[src/rtl/raster_pkg.sv]
// Shared geometry defaults, FSM state encoding and vertex packing for the
// raster scan controller and its pixel walker.
package raster_pkg;

    localparam int COORD_W  = 16;
    localparam int FRAC_W   = 6;
    localparam int INT_W    = COORD_W - FRAC_W;
    localparam int SCREEN_W = 640;
    localparam int SCREEN_H = 480;

    typedef enum logic [1:0] {
        IDLE,
        WAIT_BB,
        SCAN
    } raster_state_t;

    // v0x sits in the LSBs, matching the sipo output packing
    typedef struct packed {
        logic [COORD_W-1:0] v2y;
        logic [COORD_W-1:0] v1y;
        logic [COORD_W-1:0] v0y;
        logic [COORD_W-1:0] v2x;
        logic [COORD_W-1:0] v1x;
        logic [COORD_W-1:0] v0x;
    } tri_vtx_t;

endpackage

[src/rtl/raster_walker.sv]
// Raster-order pixel counter: loads a clamped inclusive box and steps x then y,
// flagging the final pixel of the box.
module raster_walker #(
    parameter int INT_W = raster_pkg::INT_W
) (
    input  logic             clk,
    input  logic             rst_n,
    input  logic             load,
    input  logic             advance,
    input  logic [INT_W-1:0] xs,
    input  logic [INT_W-1:0] xe,
    input  logic [INT_W-1:0] ys,
    input  logic [INT_W-1:0] ye,
    output logic [INT_W-1:0] x,
    output logic [INT_W-1:0] y,
    output logic             last
);

    logic [INT_W-1:0] x_q, x_d;
    logic [INT_W-1:0] y_q, y_d;
    logic [INT_W-1:0] xs_q, xe_q, ye_q;

    always_comb begin
        x_d = x_q;
        y_d = y_q;
        if (load) begin
            x_d = xs;
            y_d = ys;
        end else if (advance) begin
            if (x_q == xe_q) begin
                x_d = xs_q;
                y_d = y_q + INT_W'(1);
            end else begin
                x_d = x_q + INT_W'(1);
            end
        end
    end

    always_ff @(posedge clk) begin
        if (!rst_n) begin
            x_q <= '0;
            y_q <= '0;
        end else begin
            x_q <= x_d;
            y_q <= y_d;
        end
    end

    // Bounds only matter once loaded, so they carry no reset
    always_ff @(posedge clk) begin
        if (load) begin
            xs_q <= xs;
            xe_q <= xe;
            ye_q <= ye;
        end
    end

    assign x    = x_q;
    assign y    = y_q;
    assign last = (x_q == xe_q) && (y_q == ye_q);

endmodule

[src/rtl/raster_scan_ctrl.sv]
// Triangle sequencer: holds vertices for the bounding-box unit, samples and
// clamps the box, then streams every covered pixel in raster order.
module raster_scan_ctrl #(
    parameter int COORD_W  = raster_pkg::COORD_W,
    parameter int FRAC_W   = raster_pkg::FRAC_W,
    parameter int BBOX_LAT = 1,
    parameter int SCREEN_W = raster_pkg::SCREEN_W,
    parameter int SCREEN_H = raster_pkg::SCREEN_H
) (
    input  logic                      clk,
    input  logic                      rst_n,
    input  logic                      tri_valid,
    output logic                      tri_ready,
    input  logic [6*COORD_W-1:0]      tri_data,
    output logic [6*COORD_W-1:0]      bb_vtx,
    input  logic [COORD_W-1:0]        xmin,
    input  logic [COORD_W-1:0]        xmax,
    input  logic [COORD_W-1:0]        ymin,
    input  logic [COORD_W-1:0]        ymax,
    output logic                      pix_valid,
    input  logic                      pix_ready,
    output logic [COORD_W-FRAC_W-1:0] pix_x,
    output logic [COORD_W-FRAC_W-1:0] pix_y,
    output logic                      pix_last,
    output logic                      tri_done,
    output logic                      busy
);

    import raster_pkg::*;

    localparam int INT_W = COORD_W - FRAC_W;
    localparam int LAT_W = (BBOX_LAT > 1) ? $clog2(BBOX_LAT) : 1;

    function automatic logic [INT_W-1:0] clamp_hi(input logic [INT_W-1:0] v,
                                                  input int lim);
        return (v > INT_W'(lim)) ? INT_W'(lim) : v;
    endfunction

    raster_state_t       state_q;
    logic [LAT_W-1:0]    lat_cnt_q;
    logic [6*COORD_W-1:0] bb_vtx_q;
    logic                tri_ready_q;
    logic                pix_valid_q;
    logic                tri_done_q;
    logic                busy_q;

    logic [INT_W-1:0] xs_c, xe_c, ys_c, ye_c;
    logic             box_empty, box_take, pix_hs;
    logic             wlk_load, wlk_adv, wlk_last;
    logic [INT_W-1:0] wlk_x, wlk_y;
    logic             unused_frac;

    // Floor to integer pixels; only the upper edges can leave the screen
    assign xs_c = xmin[COORD_W-1:FRAC_W];
    assign ys_c = ymin[COORD_W-1:FRAC_W];
    assign xe_c = clamp_hi(xmax[COORD_W-1:FRAC_W], SCREEN_W - 1);
    assign ye_c = clamp_hi(ymax[COORD_W-1:FRAC_W], SCREEN_H - 1);
    assign unused_frac = ^{xmin[FRAC_W-1:0], xmax[FRAC_W-1:0],
                           ymin[FRAC_W-1:0], ymax[FRAC_W-1:0]};

    assign box_empty = (xs_c > xe_c) || (ys_c > ye_c);
    assign box_take  = (state_q == WAIT_BB) && (lat_cnt_q == '0);
    assign pix_hs    = pix_valid_q && pix_ready;
    assign wlk_load  = box_take && !box_empty;
    assign wlk_adv   = pix_hs && !wlk_last;

    raster_walker #(
        .INT_W (INT_W)
    ) u_walker (
        .clk     (clk),
        .rst_n   (rst_n),
        .load    (wlk_load),
        .advance (wlk_adv),
        .xs      (xs_c),
        .xe      (xe_c),
        .ys      (ys_c),
        .ye      (ye_c),
        .x       (wlk_x),
        .y       (wlk_y),
        .last    (wlk_last)
    );

    always_ff @(posedge clk) begin
        if (!rst_n) begin
            state_q     <= IDLE;
            lat_cnt_q   <= '0;
            bb_vtx_q    <= '0;
            tri_ready_q <= 1'b0;
            pix_valid_q <= 1'b0;
            tri_done_q  <= 1'b0;
            busy_q      <= 1'b0;
        end else begin
            tri_done_q <= 1'b0;
            unique case (state_q)
                IDLE: begin
                    tri_ready_q <= 1'b1;
                    if (tri_valid && tri_ready_q) begin
                        bb_vtx_q    <= tri_data;
                        lat_cnt_q   <= LAT_W'(BBOX_LAT - 1);
                        state_q     <= WAIT_BB;
                        tri_ready_q <= 1'b0;
                        busy_q      <= 1'b1;
                    end
                end
                WAIT_BB: begin
                    if (lat_cnt_q != '0) begin
                        lat_cnt_q <= lat_cnt_q - LAT_W'(1);
                    end else if (box_empty) begin
                        state_q     <= IDLE;
                        tri_done_q  <= 1'b1;
                        tri_ready_q <= 1'b1;
                        busy_q      <= 1'b0;
                    end else begin
                        state_q     <= SCAN;
                        pix_valid_q <= 1'b1;
                    end
                end
                SCAN: begin
                    if (pix_hs && wlk_last) begin
                        state_q     <= IDLE;
                        pix_valid_q <= 1'b0;
                        tri_done_q  <= 1'b1;
                        tri_ready_q <= 1'b1;
                        busy_q      <= 1'b0;
                    end
                end
                default: state_q <= IDLE;
            endcase
        end
    end

    assign tri_ready = tri_ready_q;
    assign bb_vtx    = bb_vtx_q;
    assign pix_valid = pix_valid_q;
    assign pix_x     = wlk_x;
    assign pix_y     = wlk_y;
    assign pix_last  = pix_valid_q && wlk_last;
    assign tri_done  = tri_done_q;
    assign busy      = busy_q;

endmodule

[config.mk]
export PLATFORM = sky130hd
export DESIGN_NAME = raster_scan_ctrl
export DESIGN_NICKNAME = d
export VERILOG_FILES = /design/src/rtl/raster_pkg.sv /design/src/rtl/raster_walker.sv /design/src/rtl/raster_scan_ctrl.sv
export SDC_FILE = /design/constraint.sdc
export NUM_CORES = 1
export LEC_CHECK = 0
export ABC_AREA = 1
export ABC_CLOCK_PERIOD_IN_PS = 4300
export CORE_MARGIN = 5
export CORE_UTILIZATION = 25
export CTS_BUF_LIST = sky130_fd_sc_hd__clkbuf_8
export CTS_CLUSTER_SIZE = 28
export DETAILED_ROUTE_END_ITERATION = 8
export HOLD_SLACK_MARGIN = 0.15
export MAX_ROUTING_LAYER = met4
export SYNTH_ARGS = -nofsm -noshare
export SYNTH_HDL_FRONTEND = slang
export SYNTH_HIERARCHICAL = 1
export SYNTH_SLANG_ARGS = --single-unit
[constraint.sdc]
create_clock -name clk -period 4.3 [get_ports clk]
set_input_delay 0.43 -clock clk [delete_from_list [all_inputs] [get_ports clk]]
set_output_delay 0.43 -clock clk [all_outputs]
set_load 0.005 [all_outputs]
==> flow_metrics.py <==
metrics = {
    "status": {
        "outcome": "completed",
    },
    "drt": {
        "drt-pass1-iter-count": 5,
        "vias": 6664,
        "drc": 0,
        "via_per_inst": 4.30,
        "wire_per_inst_microns": 14.0,
        "drt_iter0_drc": 318,
        "ant_nets": 0,
        "drt_wl_total_microns": 21700,
    },
    "sta": {
        "fin_crit_sh_pct": 77.1,
        "fin_crit_ns": 3.31,
        "skew_ns": 0.0113,
        "holdWs_ns": 0.508,
        "setup_tns_ns": 0,
        "slew_headroom_pct": 37.2,
        "rsz0062_at_grt": "no",
        "finalHoldViolCount": 0,
        "setup_viol": 0,
        "fmax_ghz": 0.302,
        "finalMaxSlewViolations": 0,
        "worstMarginPinSlew_ns": 0.943,
    },
    "flow_run": {
        "drv_cap": 0,
    },
    "clock_network": {
        "clock_sinks": 152,
        "clockBufferDepth": 2,
        "cts_resized": 0,
        "cts.root.buffer_cell": "clkbuf_8",
        "post_cts_buffers": 0,
        "clock_latency_ns": 0.44,
        "cts_tree": "yes",
        "cts_inserted_buffers": 17,
        "hold_buffers": 0,
        "path_clk_slew_ns": 0.10,
        "htreeDepth": 4,
    },
    "pwr": {
        "power_density_nw_per_um2": 418,
        "p_seq_share_pct": 43.5,
        "combPwrFrac_pct": 31.0,
        "power_frac_clock_pct": 25.6,
        "switching_share_pct": 32.5,
        "p_leak_nw": 4.27,
        "p_int_mw": 2.90,
        "fin_total_pwr_mw": 4.29,
        "ir_worst_vdd_uv": 189,
        "switchingPower_mw": 1.39,
    },
    "logic_synthesis": {
        "synth_top_area_share_pct": 35.1,
        "synth_area_per_cell_sq_um": 7.63,
        "synth-edff-count": 30,
        "yosysUniqueCellTypes": 38,
        "ys_async_sr_fraction_pct": 0,
        "synth.ff_latch_count": 152,
        "synth_nets": 1102,
        "syn-cell-area_sq_um": 6950,
        "synthFlopType": "dfxtp_1",
        "yosysWarnings": 6,
        "yosys-top-cells-area": "dfxtp_1 (35%), nor2_1 (14%), edfxtp_1 (13%)",
        "ys_seq_area_share_pct": 48.1,
        "synth_top_cell_by_area": "dfxtp_1",
        "synthesis.instances": 912,
    },
    "setup_path": {
        "cpMaxStageDelayCell": "clkdlybuf4s50_1",
        "arrival_ns": 3.65,
        "cp.required_ns": 4.63,
        "max_stage_delay_ns": 0.43,
        "start_kind": "primary input",
        "crit_buf_inv": 6,
        "path_cells": "clkdlybuf4s50_1, a41oi_1, clkinv_1, nor2_1, inv_1, ha_1, nand2_1, nor2_1, nand4_1, nand2_2, nand3_4, inv_2, clkinv_1, nand2_2, inv_2, nor2_1, nor2_1",
        "critPathLaunch": "ymax[11]",
        "criticalPathCategory": "primary input to flop",
        "crit_top_cell": "nor2_1",
        "crit_path_end_kind": "flop",
        "timing.rr.start": "u_walker/x[6]$_SDFFE_PN0P_",
        "critPathMaxFanout": 12,
        "crit_family": "buffers and inverters",
    },
    "floorplanning": {
        "core_sq_um": 27600,
        "die_h_microns": 177,
        "rows": 61,
        "start_util_pct": 25.2,
        "dieWidth_microns": 177,
        "ios": 285,
        "die_area_sq_um": 31300,
    },
    "hold_path": {
        "min_from": "rst_n",
        "hp-class": "primary input to flop",
    },
    "global_routing": {
        "grt_start_max_net_pins": 98,
        "grt_pass1_vias": 6624,
        "globalRouteTotalUtil_pct": 14.1,
        "grt_pass1_wl_microns": 34300,
        "overflow": 0,
        "antenna_found_initial": 0,
    },
    "final_layout": {
        "diodes": 0,
        "fin_nets": 1347,
        "area.growth.synth_to_final_pct": 47.7,
        "stdcell_count": 1548,
        "postLayoutCoreUtil_pct": 37.2,
        "drive_gt1_share_pct": 6.75,
    },
    "place": {
        "dp_hpwl_microns": 15600,
        "dp.cells": 1516,
        "gp_congestion": 0.816,
        "io_buffers": 260,
    },
}
[layer usage]
metal / GRT usage, % / vias to the layer above / routed length, microns
li1: - / 3381 / -
met1: 16.9 / 3071 / 9500
met2: 23.0 / 197 / 10300
met3: 4.81 / 15 / 1610
met4: 3.29 / 0 / 264
met5: - / - / 0
[placed cells by master, fill, tap and decap left out, types with 2 or more instances in the layout]
cell type / netlist / final
clkinv_2: 0 / 2
inv_1: 75 / 76
edfxtp_1: 30 / 30
nor2_1: 251 / 251
conb_1: 2 / 2
clkinv_1: 2 / 2
nor2_4: 3 / 3
inv_8: 0 / 2
nor3_1: 4 / 4
a21oi_1: 18 / 18
clkdlybuf4s50_1: 0 / 259
o21bai_1: 3 / 3
nand2_1: 125 / 125
xnor2_1: 3 / 3
nor2_2: 5 / 5
o21ai_0: 101 / 101
inv_6: 0 / 4
clkinv_4: 0 / 4
a21oi_2: 5 / 5
o21ai_1: 10 / 10
clkbuf_8: 0 / 17
or2_2: 3 / 3
a22oi_1: 9 / 9
buf_4: 4 / 5
ha_1: 26 / 26
nand2_2: 8 / 8
xor2_1: 14 / 14
nor3b_1: 2 / 2
nand3_1: 24 / 24
nand4_1: 5 / 5
inv_2: 12 / 12
dfxtp_1: 122 / 122
nand3_2: 4 / 4
[metrics by stage]
step                area [sq um]  worst slack, ns
detailed placement          9890            0.515
CTS                        10300             1.01
floorplan                   6950             1.16
global placement            9890            0.561
global route               10300            0.668
finish                     10300            0.986
[cells by family (layout without fill, tap and decap cells)]
logic type                 after synthesis  after routing  synth area share [%]
AOI/OAI and AO/OA                      149            149                  11.6
xor gates and xnor gates                17             17                  2.14
adders and majority gates               26             26                  4.68
buffers and inverters                  129            387                  7.52
DFF                                    152            152                  48.1
other                                    2              2                 0.108
and+or+nand+nor                        437            437                  25.9
[final timing paths]
path                                end  slack (ns)  depth (start not counted)
max          u_walker/y[8]$_SDFFE_PN0P_        0.99                         17
min reg2reg     bb_vtx[56]$_SDFFE_PN0P_        0.52                          2
min          u_walker/y[2]$_SDFFE_PN0P_        0.51                          3
max reg2reg  u_walker/x[8]$_SDFFE_PN0P_        1.74                         12
[cell usage after synthesis, types with 3 or more instances]
library cell	instances
dfxtp_1	122
ha_1	26
nor2_2	5
edfxtp_1	30
clkbuf_1	26
buf_2	6
xor2_1	14
o21ai_1	10
o21ai_0	101
a21oi_1	18
or2_2	3
nand4_1	5
buf_4	4
nor2_1	251
o21bai_1	3
a22oi_1	9
inv_1	75
nand3_2	4
a21oi_2	5
nand3_1	24
xnor2_1	3
nor2_4	3
nor3_1	4
nand2_2	8
inv_2	12
nand2_1	125
[layout make-up]
type / instances / area (sq um)
fill: 2903 / 17400
sequential: 152 / 3340
multi-input combinational: 631 / 3090
timing repair buffer: 266 / 2660
tap: 378 / 473
inverter: 89 / 334
clock buffer: 17 / 234
clock inverter: 15 / 144
[worst min-delay path: cells and delay by family]
kind	cells	cell delay, ns
and+or+nand+nor	2	0.18
buffers and inverters	1	0.29
[power groups by stage]
stage          sequential, mW  combinational (mW)  clock [mW]
6_report                 1.87                1.33        1.10
5_1_grt                  1.90                1.48        1.22
4_1_cts                  1.87                1.36        1.17
3_5_place_dp             1.89                1.35           0
3_3_place_gp             1.88                1.35           0
2_1_floorplan            1.90               0.554           0
[sequential cells by signal, summed over array words and instances, names as in the netlist]
register and cells:
state_q 2, tri_done 1, u_walker/y 10, u_walker/xe_q 10, pix_valid 1, busy 1
u_walker/x 10, u_walker/xs_q 10, bb_vtx 96, u_walker/ye_q 10, tri_ready 1
No activity file was read; power rests on OpenSTA's default activity.
==> RTL change: new RTL, config.mk and constraints unchanged <==
Change the package constant `COORD_W` from 16 to 32.
--- a/src/rtl/raster_pkg.sv
+++ b/src/rtl/raster_pkg.sv
@@ -3,5 +3,5 @@
 package raster_pkg;
 
-    localparam int COORD_W  = 16;
+    localparam int COORD_W  = 32;
     localparam int FRAC_W   = 6;
     localparam int INT_W    = COORD_W - FRAC_W;
Ports: changed (8 resized); port bits go from 285 to 573. No check against the original RTL was run, so the function may have changed too.
==> RTL change against the original RTL <==
  * Worst setup slack got worse by 290 ps
  * Highest routed layer unchanged
  * Sequential cell count increased by 176
  * Non-clock buffer count increased by 301
  * Register-to-register slack got worse by 210 ps
  * First-iteration DRC count increased to 2.5 times the old value
  * Core utilization increased by 0.89 points
  * Area after synthesis increased by 130%
  * Total power increased by 130%
  * Via count increased by 130%
  * Wire length increased to 2.7 times the old value
  * Design area increased by 130%
==> RTL change: results (changes against the original RTL) <==
[run_status]
status = complete, no violations

[finish]
nFillCells = 6450  ; +120%
final_layout_size_suffix_gt1_frac = 0.06464  ; -0.002885
finalNetCount = 3021  ; +120%
largest_reg_flops = 192  ; +100%

[placed_design]
dpl.hpwl_um = 41940  ; +170%
place.gp.congestion = 0.8491  ; +4.1%
port_buffers = 548  ; +110%

[routing]
drc = 0  ; unchanged
drtIter0Drc = 810  ; +150%
wl_per_cell_um = 16.47  ; +17%
vias_per_cell = 4.341  ; +0.85%
first_pass_iters = 6  ; +1

[setup_path]
cp_max_fo = 27  ; +15
path_delay_family = simple AND/OR/NAND/NOR gates
cp.arrival_ps = 3170  ; -480 ps
slowest_delay_ps = 540  ; +110 ps
critPathSlowestCell = clkdlybuf4s50_1

[clock_tree]
cts_root_buffer = clkbuf_8
cts_max_level = 2  ; -2
cts_buffers = 61  ; +44
postCtsHoldBufs = 1  ; +1
postCtsSetupBuffers = 0  ; unchanged
cts_buffer_depth = 3  ; +1
path_clk_slew_ps = 70  ; -30 ps
cts_resized = 0  ; unchanged
clkLatencyLatePin_ps = 660  ; +220 ps

[logic_synthesis]
synth_xor_area_frac = 0.02963  ; +0.008222
synth_compound_area_frac = 0.1070  ; -0.008480
synth_edf_count = 78  ; +160%
synth_common_cells = nor2_1 (502), nand2_1 (354), dfxtp_1 (250), o21ai_0 (218), inv_1 (139)
synth_area_leaders = dfxtp_1 (32%), edfxtp_1 (15%), nor2_1 (12%)
yosys_warnings = 6  ; unchanged
synth_adder_area_share = 0.04633  ; -0.0004535
ys_seq_area_frac = 0.4690  ; -0.01174
synthMuxAreaShare = 0  ; unchanged
synthArstFlopShare = 0  ; unchanged
yosysTopAreaCell = dfxtp_1
yosysUniqueCellTypes = 42  ; +11%

[global_route]
grt_pass1_vias = 14950  ; +130%
grt_pass1_wl_um = 87120  ; +150%
grt_usage = 0.1677  ; +0.02682
grt_max_degree = 194  ; +98%
antenna_found_initial = 14  ; +14

[power]
p_leak_nw = 9.622  ; +130%
switchingPower_mw = 2.931  ; +110%
ir_drop_uv = 322.6  ; +70%

[die]
initial_core_util = 0.2529  ; +0.001211

[worst_hold_path]
hp-class = in2reg

[timing]
fin_skew_ps = 35.28  ; +24.00 ps
worst_pin_slew_ps = 1046  ; +103.1 ps

-- RTL change: routing by layer --
metal	up-vias	part of all wire	global-route usage
met5	-	0	-
met4	0	0.031	0.05870
met3	96	0.085	0.05263
met2	525	0.47	0.2715
met1	6963	0.41	0.1980
li1	7776	-	-
-- RTL change: cell families after synthesis --
| group | count (synthesis) |
|---|---|
| AO/OA/AOI/OAI | 317 |
| XOR/XNOR | 53 |
| adder cells (fa/ha/maj) | 58 |
| buffers and inverters | 250 |
| flip-flops | 328 |
| other | 2 |
| AND/OR/NAND/NOR | 1042 |
-- RTL change: path summary, 6_finish.rpt --
| check | cells after the start | startpoint | slack (ps) | endpoint |
|---|---|---|---|---|
| worst min-delay path | 3 | tri_data[37] | 350 | bb_vtx[37] |
| worst max-delay path | 11 | u_walker/x[16] | 700 | pix_last |
| worst max register to register | 14 | u_walker/x[16] | 1530 | u_walker/y[9] |
| worst min register to register | 2 | pix_valid | 500 | pix_valid |
-- RTL change: layout make-up --
class | count | area [um2] | share of cell area
multi-input combinational | 1536 | 7517 | 0.3188
inverter | 145 | 556.8 | 0.02361
antenna | 9 | 22.52 | 0.0009551
tap | 837 | 1047 | 0.04441
clock inverter | 38 | 312.8 | 0.01327
clock buffer | 78 | 1074 | 0.04553
timing repair buffer | 567 | 5703 | 0.2419
sequential | 328 | 7347 | 0.3116
-- RTL change: per-stage QoR --
step                instances  instance area [um2]  setup slack, ps    util
floorplan                2114                15910            163.1       -
global placement         3412                22160            219.4  0.3578
detailed placement       3412                22160            233.8  0.3578
CTS                      3529                23560            655.0  0.3803
global route             3538                23580            505.6  0.3807
finish                   3538                23580            697.5  0.3807
-- RTL change: power groups by stage --
stage / registers (mW) / clock network (mW) / logic (mW)
CTS: 3.93 / 3.52 / 2.58
finish: 3.93 / 3.39 / 2.53
global route: 3.99 / 3.67 / 2.80
global placement: 3.97 / 0 / 2.56
floorplan: 3.99 / 0 / 0.941
detailed placement: 3.98 / 0 / 2.55
-- RTL change: worst min-delay path, cell delays in order --
cell and delay (ps):
clkdlybuf4s50_1 390, nor2_1 100, nor2_1 50
